## config.mk

```make
export PLATFORM = sky130hd
export DESIGN_NAME = ai_paddle_tracker
export DESIGN_NICKNAME = d
export VERILOG_FILES = /design/src/rtl/pong_pkg.sv /design/src/rtl/tick_edge_detect.sv /design/src/rtl/ai_paddle_tracker.sv
export SDC_FILE = /design/constraint.sdc
export NUM_CORES = 1
export LEC_CHECK = 0
export ABC_AREA = 1
export CAP_MARGIN = 10
export CORE_UTILIZATION = 51
export DETAILED_ROUTE_END_ITERATION = 6
export MAX_ROUTING_LAYER = met4
export PLACE_DENSITY = 0.87
export SKIP_LAST_GASP = 1
export SYNTH_ARGS = -nofsm -noshare
export SYNTH_HDL_FRONTEND = slang
export SYNTH_HIERARCHICAL = 1
export SYNTH_SLANG_ARGS = --single-unit
```

## constraint.sdc

```tcl
create_clock -name clock_in -period 3.6 [get_ports clock_in]
set_input_delay 0.9 -clock clock_in [delete_from_list [all_inputs] [get_ports clock_in]]
set_output_delay 0.9 -clock clock_in [all_outputs]
set_load 0.03 [all_outputs]
```

## src/rtl/pong_pkg.sv

```systemverilog
// Shared pong definitions: paddle FSM encoding, screen geometry defaults and
// the miss-LFSR constants used by the AI paddle.
package pong_pkg;

  typedef enum logic [1:0] {
    ST_IDLE = 2'd0,
    ST_HOLD = 2'd1,
    ST_UP   = 2'd2,
    ST_DOWN = 2'd3
  } paddle_state_e;

  localparam int SCREEN_H_DEF = 480;
  localparam int PADDLE_H_DEF = 80;

  // x^8+x^6+x^5+x^4+1, Fibonacci form shifting left; taps are state bits 7,5,4,3
  localparam logic [7:0] LFSR_SEED = 8'hA5;
  localparam logic [7:0] LFSR_TAPS = 8'b1011_1000;

  function automatic logic [7:0] lfsr_next(input logic [7:0] s);
    return {s[6:0], ^(s & LFSR_TAPS)};
  endfunction

endpackage

```

## src/rtl/tick_edge_detect.sv

```systemverilog
// Rising-edge detector for a slow tick already registered in the clock_in domain.
// The history register resets to 1 so a tick that is high at reset release is not an edge.
module tick_edge_detect (
  input  logic clock_in,
  input  logic reset,
  input  logic tick,
  output logic rise
);

  logic tick_q;

  always_ff @(posedge clock_in) begin
    if (reset) tick_q <= 1'b1;
    else       tick_q <= tick;
  end

  assign rise = tick & ~tick_q;

endmodule

```

## src/rtl/ai_paddle_tracker.sv

```systemverilog
// AI paddle: one STEP per step_clk rising edge, steering toward the ball when it
// approaches and toward screen centre otherwise. Define AI_MISS_EN for LFSR-driven missed steps.
module ai_paddle_tracker
  import pong_pkg::*;
#(
  parameter int Y_W          = 10,
  parameter int SCREEN_H     = SCREEN_H_DEF,
  parameter int PADDLE_H     = PADDLE_H_DEF,
  parameter int STEP         = 2,
  parameter int DEADBAND     = 4,
  parameter int PADDLE_Y_RST = 200
) (
  input  logic           clock_in,
  input  logic           reset,
  input  logic           step_clk,
  input  logic           enable,
  input  logic [Y_W-1:0] ball_y,
  input  logic           ball_toward,
  output logic [Y_W-1:0] paddle_y,
  output logic           step_pulse,
  output logic           moving_up,
  output logic           moving_down
);

  localparam int EW = Y_W + 2;
  localparam logic [Y_W-1:0] Y_MAX  = Y_W'(SCREEN_H - PADDLE_H);
  localparam logic [Y_W-1:0] Y_BOT  = Y_W'(SCREEN_H - 1);
  localparam logic [Y_W-1:0] Y_MID  = Y_W'(SCREEN_H / 2);
  localparam logic [Y_W-1:0] STEP_Y = Y_W'(STEP);
  localparam logic [Y_W-1:0] DN_LIM = Y_W'(SCREEN_H - PADDLE_H - STEP);
  localparam logic [EW-1:0]  HALF_H = EW'(PADDLE_H / 2);
  localparam logic signed [EW-1:0] DB = EW'(DEADBAND);

  paddle_state_e state, nxt;
  logic                 rise, miss, take, up_ok, dn_ok;
  logic [Y_W-1:0]       target, up_y, dn_y;
  logic [EW-1:0]        centre;
  logic signed [EW-1:0] err;

  tick_edge_detect u_tick (
    .clock_in (clock_in),
    .reset    (reset),
    .tick     (step_clk),
    .rise     (rise)
  );

`ifdef AI_MISS_EN
  logic [7:0] lfsr;

  always_ff @(posedge clock_in) begin
    if (reset)     lfsr <= LFSR_SEED;
    else if (rise) lfsr <= lfsr_next(lfsr);
  end

  assign miss = (lfsr[2:0] == 3'b000);
`else
  assign miss = 1'b0;
`endif

  assign target = ball_toward ? ((ball_y > Y_BOT) ? Y_BOT : ball_y) : Y_MID;
  assign centre = {2'b00, paddle_y} + HALF_H;
  assign err    = $signed({2'b00, target}) - $signed(centre);

  always_comb begin
    nxt = ST_HOLD;
    if (!enable)       nxt = ST_IDLE;
    else if (err > DB)  nxt = ST_DOWN;
    else if (err < -DB) nxt = ST_UP;
  end

  // Step decision uses the registered state; a bound already reached means no move and no pulse.
  assign up_ok = (state == ST_UP)   && (paddle_y != '0);
  assign dn_ok = (state == ST_DOWN) && (paddle_y < Y_MAX);
  assign up_y  = (paddle_y < STEP_Y) ? '0 : paddle_y - STEP_Y;
  assign dn_y  = (paddle_y > DN_LIM) ? Y_MAX : paddle_y + STEP_Y;
  assign take  = rise & enable & (up_ok | dn_ok) & ~miss;

  always_ff @(posedge clock_in) begin
    if (reset) begin
      state       <= ST_IDLE;
      paddle_y    <= Y_W'(PADDLE_Y_RST);
      step_pulse  <= 1'b0;
      moving_up   <= 1'b0;
      moving_down <= 1'b0;
    end else begin
      state       <= nxt;
      moving_up   <= (nxt == ST_UP);
      moving_down <= (nxt == ST_DOWN);
      step_pulse  <= take;
      if (take) paddle_y <= up_ok ? up_y : dn_y;
    end
  end

endmodule

```

# --- Word level (Yosys, flattened, before mapping) ---
# Index checks and enable logic that the tools add are counted.
totals:
  wordCells: 36
  out_inout_bits: 13
  ff_bits: 16
  input_bits: 15
classes:
  eq_ne: 4
  mux: 8
  n_reduce_logical: 3
  magnitude_cmp: 6
  addsub: 4
  n_bitwise: 5
op_table:
  columns: ["op", "n"]
  rows:
  - ["$mux 10", 5]
  - ["$gt 10x9->1 const B", 2]
  - ["$gt 12x4->1 const B", 1]
  - ["$lt 12x3->1 const B", 1]
  - ["$sub 10x11->12", 1]
  - ["$add 10x6->11 const B", 1]
  - ["$add 10x2->10 const B", 1]
  - ["$lt 10x2->1 const B", 1]
  - ["$lt 10x9->1 const B", 1]
  - ["$reduce_bool 10->1", 1]
  - ["$sub 10x2->10 const B", 1]
  - ["$eq 2x2->1 const B", 4]
  - ["$mux 2", 3]
  - ["$and 1x1->1", 3]
  - ["$logic_and 1x1->1", 2]
  - ["$not 1->1", 1]
  - ["$or 1x1->1", 1]

# --- Depth between registers and ports, before layout ---
# Gate-level depths: netlist of run 1.
depth:
  ltp_word: 9
  mapped_depth: 18
  depth_no_buf: 18

# --- Hierarchy ---
# The synthesis of run 1 kept the hierarchy.
by_module_without_submodules:
  columns: ["module", "cells_each", "seq_area_each_um2", "area_each_um2", "instances"]
  rows:
  - ["ai_paddle_tracker", 287, 280.3, 1809.2, 1]
  - ["tick_edge_detect", 5, 20.0, 37.5, 1]

# --- Worst setup path after synthesis of run 1 ---
# No wires, ideal clock.
synth_path:
  path_type: "input to register"
  startpoint: "input ball_y[7]"
  endpoint: "register state[1]"
  path_buffers: 0
  setup_ns: 0.115
  slack_ns: 0.563
  stages: 17
  required_ns: 3.485
  arrival_time_ns: 2.922
  path_cell_list: "nand4_1 nand2_1 o21ai_0 inv_1 ha_1 ha_1 fa_1 nand3_1 nand2_1 nand2_1 nand2_1 nand2_1 nand2_1 nor2_1 nand3_1 nand3_1 nand2_1"
synth_via:
  elab_chain_len: 8
  word_cells_on_any_way: 9
  cone_classes: "add/sub (1); order compare (3); mux (5)"
synth_lines:
  columns: ["element", "line_no", "text"]
  rows:
  - ["start: declaration", "ai_paddle_tracker.sv:17", "input logic [Y_W-1:0] ball_y,"]
  - ["$gt 10x9->1", "ai_paddle_tracker.sv:60", "assign target = ball_toward ? ((ball_y > Y_BOT) ? Y_BOT : ball_y) : Y_MID;"]
  - ["$mux 10 (*) (2 in series)", "ai_paddle_tracker.sv:60", null]
  - ["$sub 10x11->12 (*)", "ai_paddle_tracker.sv:62", "assign err = $signed({2'b00, target}) - $signed(centre);"]
  - ["$lt 12x3->1", "ai_paddle_tracker.sv:68", "else if (err < -DB) nxt = ST_UP;"]
  - ["$mux 2", "ai_paddle_tracker.sv:68", null]
  - ["$mux 2 (*)", "ai_paddle_tracker.sv:67", "else if (err > DB) nxt = ST_DOWN;"]
  - ["$mux 2 (*)", "ai_paddle_tracker.sv:66", "if (!enable) nxt = ST_IDLE;"]
  - ["end signal: assignment", "ai_paddle_tracker.sv:86", "state <= nxt;"]
  - ["end: declaration", "ai_paddle_tracker.sv:34", "paddle_state_e state, nxt;"]
# Every way passes the cells marked *; elsewhere a longest branch is shown, timed or not.
# A chain may end at the register's enable or synchronous reset.

# --- Worst setup path after layout of run 1 ---
# Same ends and word-level chain as after synthesis.

==> results of run 1 <==
[power groups by stage]
stage	clock, uW	sequential [uW]	combinational (uW)
global route	106	179	268
CTS	98.5	178	226
global placement	0	182	217
detailed placement	0	182	225
floorplan	0	186	161
finish	94.8	178	232
[sequential cells by signal, indices dropped and copies added (netlist names)]
name and flops:
paddle_y 9, state 2, moving_down 1, moving_up 1, step_pulse 1, u_tick/tick_q 1
[cells by family after synthesis]
group | after synthesis | synth area share (%)
AND/OR/NAND/NOR | 152 | 40.4
buffers and inverters | 60 | 12.9
AO/OA/AOI/OAI | 31 | 10.2
adder cells (fa/ha/maj) | 21 | 14.6
flip-flops | 15 | 16.3
XOR/XNOR | 11 | 5.22
other | 2 | 0.407
[how the worst min path moves through the flow]
stage	endpoint	slack [ns]
final	paddle_y[8]	0.62
after global routing	paddle_y[4]	0.68
after CTS	paddle_y[8]	0.62
after detailed placement	paddle_y[8]	0.61
after global placement	paddle_y[2]	0.58
after floorplan	paddle_y[6]	0.64
[tightest hold or removal path, cell delays in order, from the launching register on]
cell and delay (ns):
dfxtp_1 0.38, o21ai_1 0.15, a21oi_1 0.05
[placed cells by master, fill, tap and decap left out, types with 2 or more instances in the layout]
| master | synthesis | final |
|---|---|---|
| xnor2_1 | 2 | 2 |
| nand4_4 | 2 | 2 |
| dfxtp_1 | 15 | 15 |
| conb_1 | 2 | 3 |
| and2_1 | 2 | 2 |
| nor2_1 | 21 | 21 |
| nand2_1 | 80 | 80 |
| nand3b_1 | 2 | 2 |
| buf_4 | 1 | 4 |
| o21ai_1 | 3 | 4 |
| o21ai_0 | 8 | 7 |
| a21oi_1 | 11 | 10 |
| clkdlybuf4s50_1 | 0 | 26 |
| a21oi_2 | 1 | 2 |
| nand3_1 | 28 | 28 |
| nand2_4 | 4 | 4 |
| ha_1 | 20 | 20 |
| o22ai_1 | 4 | 4 |
| nor2_2 | 6 | 6 |
| inv_2 | 4 | 4 |
| clkbuf_4 | 0 | 3 |
| nor3_1 | 2 | 2 |
| inv_1 | 52 | 52 |
| xor2_1 | 9 | 9 |
[through the flow]
| step | total power (uW) | utilization (%) |
|---|---|---|
| 2_1_floorplan | 348 | - |
| 3_3_place_gp | 399 | 64.1 |
| 3_5_place_dp | 407 | 64.1 |
| 4_1_cts | 502 | 64.9 |
| 5_1_grt | 552 | 65.3 |
| 6_report | 504 | 65.3 |
[final cells by class]
| type | count | area share, % |
|---|---|---|
| Clock buffer | 4 | 1.19 |
| Inverter | 58 | 9.95 |
| Multi-Input combinational cell | 218 | 59.6 |
| Sequential cell | 15 | 13.6 |
| Tap cell | 46 | 2.60 |
| Timing Repair Buffer | 30 | 13.1 |
[routing by layer]
layer	GRT usage, %	up-vias	wire length [microns]
met3	0.735	2	132
li1	-	984	-
met2	42.4	41	2060
met1	28.9	834	1860
met4	4.36	0	17
met5	-	-	0
[what timing repair did]
action,4_1_cts,5_1_grt
setup endpoints to repair,0,4
hold endpoints to repair,0,0
buffers inserted,0,1
gates resized for setup,0,3
==> out/metrics.cfg, run 1 <==
[timing]
setup_violations = 0
rsz0062_at_grt = false
fin_crit_sh_pct = 93.3
fin_setup_tns_ns = 0
hold_viol_final = 0
setup_ws_ns = 0.242
skew_ns = 0.000666
fin_crit_ns = 3.36
drv_slew = 0
whs_ns = 0.623
fmax_ghz = 0.298

[finish]
seqCellArea_sq_um = 300
postLayoutCellArea_sq_um = 2210
area_growth_pct = 19.8
drive_gt1_share_pct = 10.2
finalNonFillerCells = 371
n_antenna_cell = 0
nets = 362
multi_input_area_sq_um = 1320
fillers = 282

[drt]
wl_mm = 4.07
route.detailed.drc = 0
num_vias = 1861
wl_per_cell_microns = 11.0
drtIter0Drc = 185
first_pass_iters = 4
routed_via_density = 5.02
drtAntennaViolNets = 0

[critical_path]
endpoint = state[1]
worstSetupPathType = input port to flop
worstPathCellList = clkdlybuf4s50_1 > nand4_1 > nand2_1 > o21ai_1 > inv_1 > ha_1 > ha_1 > fa_2 > inv_1 > nor2_1 > nand3_1 > nor2_1 > nand2_1 > nor2_1 > nand3_1 > nand3_1 > nand2_1
cp_slowest_cell = fa_2
r2r_cells = 13
cp-end-kind = flop
crit_fanout = 3
r2r_start = paddle_y[1]
cp-startpoint = ball_y[7]
path_buf_inv = 3
reg2reg_slack_ns = 0.97
slowest_delay_ns = 0.55
crit_family = adder cells
r2r_end = state[1]
cp.required_ns = 3.78
critPathLaunchType = input port
critPathArrivalTime_ns = 3.54
worst-path-stages = 17

[yosys]
ys_warn_count = 6
ys_top_cells_by_area = dfxtp_1 16%, nand2_1 16%, ha_1 14%, inv_1 11%, nand3_1 7.6%
yosysMostFrequentCell = nand2_1
ys_seq_elements = 15
synthDistinctLibCells = 35
synth_edf_count = 0
synth_top_area_share_pct = 16.3
syn_area_per_cell_sq_um = 6.32
netlist_area_sq_um = 1850
synth_ff_type = dfxtp_1
async_flop_share_pct = 0
ys_seq_area_share_pct = 16.3
syn_inst = 292
ys_top_cells_by_count = 80 x nand2_1, 52 x inv_1, 28 x nand3_1
synth_top_area_cell = dfxtp_1

[global_route]
grt.overflow.total = 0
antenna_found_initial = 0
grt_usage_pct = 23.4
grt_start_max_net_pins = 11
grt_pass1_wl_mm = 7.45
grt_pass1_vias = 1731

[power]
vdd_ir_drop_max_mv = 0.118
leakage_uw = 0.00114
clkPwrFrac_pct = 18.8
seqPwrFrac_pct = 35.3
power_density_nw_per_um2 = 228
cellInternalPower_uw = 308
comb_power_share_pct = 45.9
power.switching_uw = 196
switching_share_pct = 38.9

[run_status]
status = complete, no violations

[place]
hpwl_mm = 3.39
placed_cells = 366
place_area_sq_um = 2170
gp_congestion = 0.904
io_buffers = 26
dp_slack_ns = -0.0533

[clocking]
numCtsBuffers = 3
clock_latency_ns = 0.28
cts_hold_buf = 0
cts_buffer_depth = 2
cts-root-buf = clkbuf_4
cts_tree = built
htreeDepth = 1
path_clk_slew_ns = 0.09
cts_sinks = 15

[floorplan]
initial_core_util_pct = 54.5
boundaryPins = 28
die_h_microns = 62.2
std_cell_rows = 21
die_area_sq_um = 3870
die_x_microns = 62.2
coreArea_sq_um = 3390

[worst_hold_path]
hold_class = flop to flop
hold_path_startpoint = paddle_y[8]
hold_depth = 2

[run]
max-cap-violations = 0

Note: power is estimated with default switching activity, not from simulation.
==> run 2, diff against run 1 <==
--- a/config.mk
+++ b/config.mk
@@ -8,6 +8,7 @@
 export ABC_AREA = 1
 export CAP_MARGIN = 10
 export CORE_UTILIZATION = 51
+export CTS_CLUSTER_DIAMETER = 100
 export DETAILED_ROUTE_END_ITERATION = 6
 export MAX_ROUTING_LAYER = met4
 export PLACE_DENSITY = 0.87
==> constraint.sdc (replaced) <==
create_clock -name clock_in -period 3.6 [get_ports clock_in]
set_input_delay 0.9 -clock clock_in [delete_from_list [all_inputs] [get_ports clock_in]]
set_output_delay 0.9 -clock clock_in [all_outputs]
set_load 0.005 [all_outputs]
==> results of run 2 <==
The final DEF is identical to that of run 1. Status: complete, no violations.
Among the figures that moved: total power 504 uW -> 497 uW
